### config.mk
export PLATFORM = sky130hd
export DESIGN_NAME = icache_direct_mapped
export DESIGN_NICKNAME = d
export VERILOG_FILES = /design/src/rtl/icache_direct_mapped.sv
export SDC_FILE = /design/constraint.sdc
export NUM_CORES = 1
export LEC_CHECK = 0
export BUFFER_PORTS_ARGS = -buffer_cell sky130_fd_sc_hd__buf_2
export CAP_MARGIN = 10
export CORE_MARGIN = 3
export CORE_UTILIZATION = 60
export DETAILED_ROUTE_END_ITERATION = 8
export PLACE_DENSITY_LB_ADDON = 0.15
export SLEW_MARGIN = 0
export SYNTH_ARGS = -nofsm -noshare
export SYNTH_HDL_FRONTEND = slang
export SYNTH_SLANG_ARGS = --single-unit
### constraint.sdc
create_clock -name clk -period 15.94 [get_ports clk]
set_input_delay 2.391 -clock clk [delete_from_list [all_inputs] [get_ports clk]]
set_output_delay 2.391 -clock clk [all_outputs]
set_load 0.05 [all_outputs]
### src/rtl/icache_direct_mapped.sv
// Direct-mapped, read-only instruction cache: 32-bit words from 128-bit lines,
// zero-latency hits, single-line refill from slow memory on a miss.
module icache_direct_mapped #(
   parameter int NUM_BLOCKS = 8,
   parameter int INDEX_W    = 3,
   parameter int TAG_W      = 28 - INDEX_W
) (
   input  logic         clk,
   input  logic         rst_n,
   input  logic         proc_read,
   input  logic         proc_write,
   input  logic [29:0]  proc_addr,
   input  logic [31:0]  proc_wdata,
   output logic         proc_stall,
   output logic [31:0]  proc_rdata,
   output logic         mem_read,
   output logic         mem_write,
   output logic [27:0]  mem_addr,
   output logic [127:0] mem_wdata,
   input  logic [127:0] mem_rdata,
   input  logic         mem_ready
);

   typedef enum logic {IDLE, FETCH} state_t;

   typedef struct packed {
      logic [TAG_W-1:0] tag;
      logic [3:0][31:0] data;
   } line_t;

   state_t                state, state_nxt;
   logic [NUM_BLOCKS-1:0] valid;
   line_t                 lines [NUM_BLOCKS];
   logic [27:0]           miss_addr;

   logic [INDEX_W-1:0]    p_idx, m_idx;
   logic [TAG_W-1:0]      p_tag, m_tag;
   line_t                 p_line;
   logic                  hit, miss_req, fill;

   assign p_idx    = proc_addr[INDEX_W+1:2];
   assign p_tag    = proc_addr[29:INDEX_W+2];
   assign m_idx    = miss_addr[INDEX_W-1:0];
   assign m_tag    = miss_addr[27:INDEX_W];
   assign p_line   = lines[p_idx];
   assign hit      = valid[p_idx] && (p_line.tag == p_tag);
   assign miss_req = (state == IDLE) && proc_read && !hit;
   assign fill     = (state == FETCH) && mem_ready;

   always_ff @(posedge clk) begin
      if (!rst_n) state <= IDLE;
      else        state <= state_nxt;
   end

   always_ff @(posedge clk) begin
      if (!rst_n) begin
         valid     <= '0;
         miss_addr <= '0;
      end else begin
         if (miss_req) miss_addr    <= proc_addr[29:2];
         if (fill)     valid[m_idx] <= 1'b1;
      end
   end

   // Tag/data arrays carry no reset; the valid bits alone qualify them.
   always_ff @(posedge clk) begin
      if (fill && rst_n) begin
         lines[m_idx].tag  <= m_tag;
         lines[m_idx].data <= mem_rdata;
      end
   end

   always_comb begin
      state_nxt = state;
      case (state)
         IDLE:    if (miss_req)  state_nxt = FETCH;
         FETCH:   if (mem_ready) state_nxt = IDLE;
         default: state_nxt = IDLE;
      endcase
   end

   // mem_addr comes only from the latched miss address, so a core that moves
   // proc_addr mid-fetch cannot redirect the refill.
   always_comb begin
      mem_read   = 1'b0;
      mem_addr   = '0;
      proc_stall = 1'b0;
      case (state)
         IDLE:    proc_stall = miss_req;
         FETCH: begin
            mem_read   = 1'b1;
            mem_addr   = miss_addr;
            proc_stall = 1'b1;
         end
         default: ;
      endcase
   end

   assign proc_rdata = p_line.data[proc_addr[1:0]];
   assign mem_write  = 1'b0;
   assign mem_wdata  = '0;

   logic unused_in;
   assign unused_in = ^{proc_write, proc_wdata};

endmodule

==> results of run 1 <==
cell usage after synthesis (all sizes together):
master	count
edfxtp	1224
mux4	362
buf	185
mux2i	65
nand2	59
clkbuf	50
dfxtp	37
mux2	36
and2	29
xnor2	17
nor2	11
a21o	8
nand4	6
xor2	5
nand2b	4
nand3	4
nor3	4
a22oi	3
nor2b	3
a2111oi	2
a31o	2
nor4	2
o21a	2
o22ai	2
a221oi	1
a22o	1
conb	1
inv	1
nand3b	1
nand4b	1
o311a	1
or2	1
how the worst max path moves through the flow:
stage | start | cells after the start | slack (ps) | end
detailed placement | proc_addr[4] | 11 | 6720 | proc_stall
global route | proc_addr[4] | 11 | 6460 | proc_stall
CTS | proc_addr[4] | 11 | 6730 | proc_stall
finish | proc_addr[4] | 11 | 6870 | proc_stall
global placement | proc_addr[4] | 11 | 6760 | proc_stall
floorplan | rst_n | 2 | 2110 | lines[0][0]
registers in the layout, summed over array words and instances (netlist names):
| signal | flops |
|---|---|
| lines | 1224 |
| miss_addr | 28 |
| valid | 8 |
| state | 1 |
routing by layer:
metal | vias up | part of all wire | global-route usage
met2 | 669 | 0.53 | 0.405
met3 | 147 | 0.060 | 0.0504
met5 | - | 0.0011 | 0
li1 | 9274 | - | -
met1 | 11800 | 0.39 | 0.314
met4 | 16 | 0.020 | 0.0729
metrics by stage:
step	total power [mW]	cell area (um^2)	setup slack, ps	std cells
5_1_grt	7.29	55300	6460	3580
4_1_cts	7.13	55200	6730	3573
6_report	7.06	55300	6870	3588
3_3_place_gp	4.16	51000	6760	3338
2_1_floorplan	4.07	49600	2110	2258
3_5_place_dp	4.17	51000	6720	3338
cell families (layout without fill, tap and decap cells):
group | after synthesis | in the layout | synth area share
mux | 463 | 463 | 0.187
flops | 1261 | 1261 | 0.763
compound gates | 22 | 22 | 0.00377
other cells | 1 | 144 | 0.0000763
buf+inv | 236 | 491 | 0.0299
xor+xnor | 22 | 22 | 0.00392
simple gates | 125 | 125 | 0.0122
critical path, cell delays in order:
cell     delay [ps]
buf_6           530
buf_4           860
buf_4           630
mux4_2          390
mux2i_1         250
xnor2_1         120
nor4_1          410
nand4_1         140
o311a_2         430
or2_1           210
buf_2           210
power groups by stage:
stage	Combinational [mW]	Clock, mW	Sequential (mW)
finish	0.424	2.96	3.67
global route	0.451	3.17	3.67
CTS	0.429	3.03	3.67
detailed placement	0.428	0	3.74
global placement	0.421	0	3.74
floorplan	0.331	0	3.74
layout make-up:
| cell class | count | area [um^2] | share of cell area |
|---|---|---|---|
| Antenna cell | 15 | 37.5 | 0.000679 |
| Clock buffer | 170 | 3550 | 0.0642 |
| Tap cell | 1060 | 1330 | 0.0240 |
| Timing Repair Buffer | 255 | 1460 | 0.0264 |
| Inverter | 1 | 3.75 | 0.0000679 |
| Clock inverter | 65 | 676 | 0.0122 |
| Multi-Input combinational cell | 761 | 10700 | 0.194 |
| Sequential cell | 1261 | 37500 | 0.678 |
==> results.txt, run 1 <==
die height = 292 um
r2r startpoint = state
Least-Margin Pin Slew = 1180 ps
worst hold path depth = 1
RSZ-0062 raised after global routing = false
Starting DRT DRC Count = 1780
post-CTS setup buffer count = 0
Max Transition Viols Final = 0
clock sinks = 1261
Peak VDD IR = 0.0000991 V
crit path kind = primary input to output port
reg2reg end = lines[7][30]
pwr/cell area = 128 nW/um^2
layout cells sized above 1 = 0.335
P&R area growth vs syn = 12.5%
Post-Syn Area = 49200 um^2
initial antenna violation count = 25
first-pass GRT wire length = 149000 um
synth top area cells = edfxtp_1, mux4_2, buf_4
Layout fillers = 5002
clk_skew = 28.0 ps
Hold Buf Count CTS = 0
RePlAce Congestion = 0.727
area share of the largest cell type after synthesis = 0.748
row cnt = 104
Flop pwr share = 0.520
clock power share = 0.420
Total Wirelength = 99000 um
# setup viols final = 0
Logic pwr share = 0.060
Min Hold Slack = 449 ps
Netlist cell types = 35
fin util = 0.684
leading cell types in the layout, fill and taps excluded = edfxtp_1, mux4_2, buf_2
Clock Latency Late Sink = 730 ps
Psw = 1.52 mW
Cells after Synth = 2130
cell taking the most area after synthesis = edfxtp_1
DRC viols = 0
reg2reg path depth = 4
Hold EP = valid[6]
full die area = 85400 um^2
Layout Nets = 2607
HPWL Detailed = 52700 um
H-Tree Depth = 4
routed len/inst = 27.6 um
WP data arrival = 6680 ps
via count = 21900
internal reg-to-reg setup slack = 11350 ps
MaxCap Viol Count = 0
CTS max path bufs = 3
shortest period the worst path allows = 9070 ps
Setup TNS = 0 ps
CP Capture Type = output port
Initial Utilization = 0.608
CORE AREA = 80800 um^2
PortBufs = 223
max frequency = 110 MHz
average vias per placed instance = 6.10
number of synthesized register bits = 1261
CTS resizes = 0
P_leak = 18.0 nW
Tcrit/Tclk final = 0.569
Int Power = 5.54 mW
sw frac = 0.216
cts bufs inserted = 132
status = finished, final reports clean
Worst Hold Class = flop to flop
Routed Antenna Nets = 0
commonest non-fill, non-tap cell in the layout = edfxtp_1
# IOs = 386
Slew headroom = 0.211
syn avg cell area = 23.1 um^2
Die Span X = 292 um
Final Hold Fails = 0
sequential cell area fraction in the yosys report = 0.763
clock transition at the registers of the reported paths = 50 ps
CP max FO = 43
vias in the first global route = 23200
CTS tree = yes
clk root buf = clkbuf_16
Total Routing Usage GR = 0.238
Startpoint Class = primary input
Detailed Routing Iterations Pass 1 = 5
global route total overflow = 0
largest net degree at the start of global routing = 134
hold_sp = valid[6]
Data required, critical path = 13550 ps
Syn. warnings = 0
No activity file was read; power rests on OpenSTA's default activity.
==> inputs of run 2 (changes only) <==
Settings changed: ABC_AREA set to 1.
Clock period 15.94 ns to 8.4 ns, I/O delays scaled along.
==> run 2 against run 1 <==
  * Register-to-register slack worse by 6100 ps
  * Power rose by 94%
  * Synthesized area is 3.5% higher
  * Final cell count up 50%
  * Sequential power is 90% higher
  * Die area rose by 3.5%
  * Sequential cell count stayed put
  * Combinational power is 120% higher
  * Highest routed layer unchanged
  * Critical path type unchanged
  * Synthesized cell count increased by 89%
  * Setup slack lost 4500 ps
  * Global-route usage grew 4.7 points
  * Via count is 48% higher
==> results.txt, run 2 <==
status = finished, final reports clean
via count = 32400
Peak VDD IR = 0.000189 V
Tcrit/Tclk final = 0.718
number of synthesized register bits = 1261
commonest non-fill, non-tap cell in the layout = edfxtp_1
pre-CTS setup slack = 2500 ps
MaxCap Viol Count = 0
P_leak = 19.7 nW
Setup TNS = 0 ps
first-pass GRT wire length = 190000 um
routed len/inst = 23.6 um
Clock Latency Late Sink = 710 ps
Cells after Synth = 4019
Top delay family on crit path = buffers and inverters
Worst Hold Class = flop to flop
Largest register FFs = 1224
dpl cells = 5146
CTS resizes = 0
Hold EP = valid[3]
top flop regs = lines: 1224 flops, miss_addr: 28 flops, valid: 8 flops
Critical Path Max Stage Delay = 740 ps
Netlist cell types = 22
max frequency = 166 MHz
Post-synth EDFFs = 1224
post-CTS setup buffer count = 0
Layout fillers = 6001
CP Capture Type = output port
Max Transition Viols Final = 0
cts bufs inserted = 130
Logic pwr share = 0.069
WP data arrival = 4770 ps
Min Hold Slack = 455 ps
P&R area growth vs syn = 11.5%
Syn. warnings = 0
DRC viols = 0
hold_sp = valid[3]
commonest cells in the netlist = edfxtp_1, nor2_1, o21ai_0
crit path kind = primary input to output port
row cnt = 106
worst hold path depth = 2
fin cells = 5398
register name with the most flops = lines
placed cell area = 52400 um^2
Detailed Routing Iterations Pass 1 = 6
H-Tree Depth = 4
PortBufs = 223
# setup viols final = 0
sw frac = 0.226
full die area = 88300 um^2
CTS max path bufs = 3
Critical Path, Cell by Cell = buf_8 > inv_8 > buf_4 > o21ai_0 > o221ai_1 > nand3_1 > a32oi_1 > buf_2
CP max FO = 151
Post-synth ARST share = 0
Final Hold Fails = 0
Startpoint Class = primary input
design area = 56800 um^2
HPWL Detailed = 65000 um
average vias per placed instance = 6.00
slowest CP cell = buf_4
die height = 297 um
Starting DRT DRC Count = 3799
total chip power = 13.7 mW
Die Span X = 297 um
Total Routing Usage GR = 0.285
CORE AREA = 83800 um^2
Final WS setup = 2370 ps
clock sinks = 1261
CP Launch Point = proc_addr[2]
RePlAce Congestion = 0.805
vias in the first global route = 30600
Least-Margin Pin Slew = 1140 ps
r2r startpoint = state
Worst Path Buf+Inv = 4
pwr/cell area = 242 nW/um^2
cell taking the most area after synthesis = edfxtp_1
largest net degree at the start of global routing = 203
internal reg-to-reg setup slack = 5290 ps
global route total overflow = 0
syn avg cell area = 12.7 um^2
Flop pwr share = 0.509
fin util = 0.677
Data required, critical path = 7140 ps
Routed Antenna Nets = 0
synth top area cells = edfxtp_1, o21ai_0, nor2_1
RSZ-0062 raised after global routing = false
leading cell types in the layout, fill and taps excluded = edfxtp_1, nor2_1, o21ai_0
Hold Buf Count CTS = 0
reg2reg end = lines[6][149]
sequential cell area fraction in the yosys report = 0.737
Post-Syn Area = 50900 um^2
shortest period the worst path allows = 6030 ps
clock transition at the registers of the reported paths = 50 ps
Slew headroom = 0.242
Int Power = 10.6 mW
clk_skew = 23.5 ps
Layout Nets = 4339
Psw = 3.10 mW
area share of the largest cell type after synthesis = 0.722
Total Wirelength = 128000 um
count leader, synth = edfxtp_1
# IOs = 386
Post-synth top flop = edfxtp_1
reg2reg path depth = 5
initial antenna violation count = 35
clock power share = 0.422
clk root buf = clkbuf_16
layout cells sized above 1 = 0.113
CTS tree = yes
Initial Utilization = 0.607
-- run 2: worst max path at each step --
stage,end,cells after the start
after floorplan,lines[0][0],5
after global placement,proc_rdata[30],9
after detailed placement,proc_rdata[30],9
after CTS,proc_rdata[30],9
after global routing,proc_rdata[30],9
final,proc_rdata[24],8
-- run 2: cell families after synthesis --
kind of cell           share of synthesized area
AO/OA/AOI/OAI                              0.112
AND/OR/NAND/NOR                           0.0972
buffers and inverters                     0.0541
flip-flops                                 0.737
other                                  0.0000737
-- run 2: power by group through the flow --
stage	logic [mW]	registers, mW	clock network, mW
after CTS	0.940	6.98	5.85
after floorplan	0.673	7.11	0
after global routing	1.02	6.98	6.13
final	0.949	6.98	5.79
after detailed placement	0.936	7.11	0
after global placement	0.922	7.11	0
-- run 2: cell type report --
type / instances / area, um^2 / area share
antenna: 17 / 42.5 / 0.000749
tap: 1134 / 1420 / 0.0250
clock inverter: 72 / 802 / 0.0141
timing repair buffer: 273 / 1670 / 0.0294
sequential: 1261 / 37500 / 0.661
inverter: 156 / 608 / 0.0107
clock buffer: 163 / 3530 / 0.0623
multi-input combinational: 2322 / 11200 / 0.197
-- run 2: metal layers --
metal  up-vias  wire, um  track usage
li1      14700         -            -
met1     15800     51100        0.396
met2      1561     60500        0.450
met3       295     11400       0.0533
met4        14      4440        0.117
met5         -       105            0
-- run 2: worst reg2reg max path: stages, from the launching register on --
cell     delay [ps]
dfxtp_1         320
inv_1            50
nor3_1          260
nand2_1         370
nor2_4          740
buf_12          710
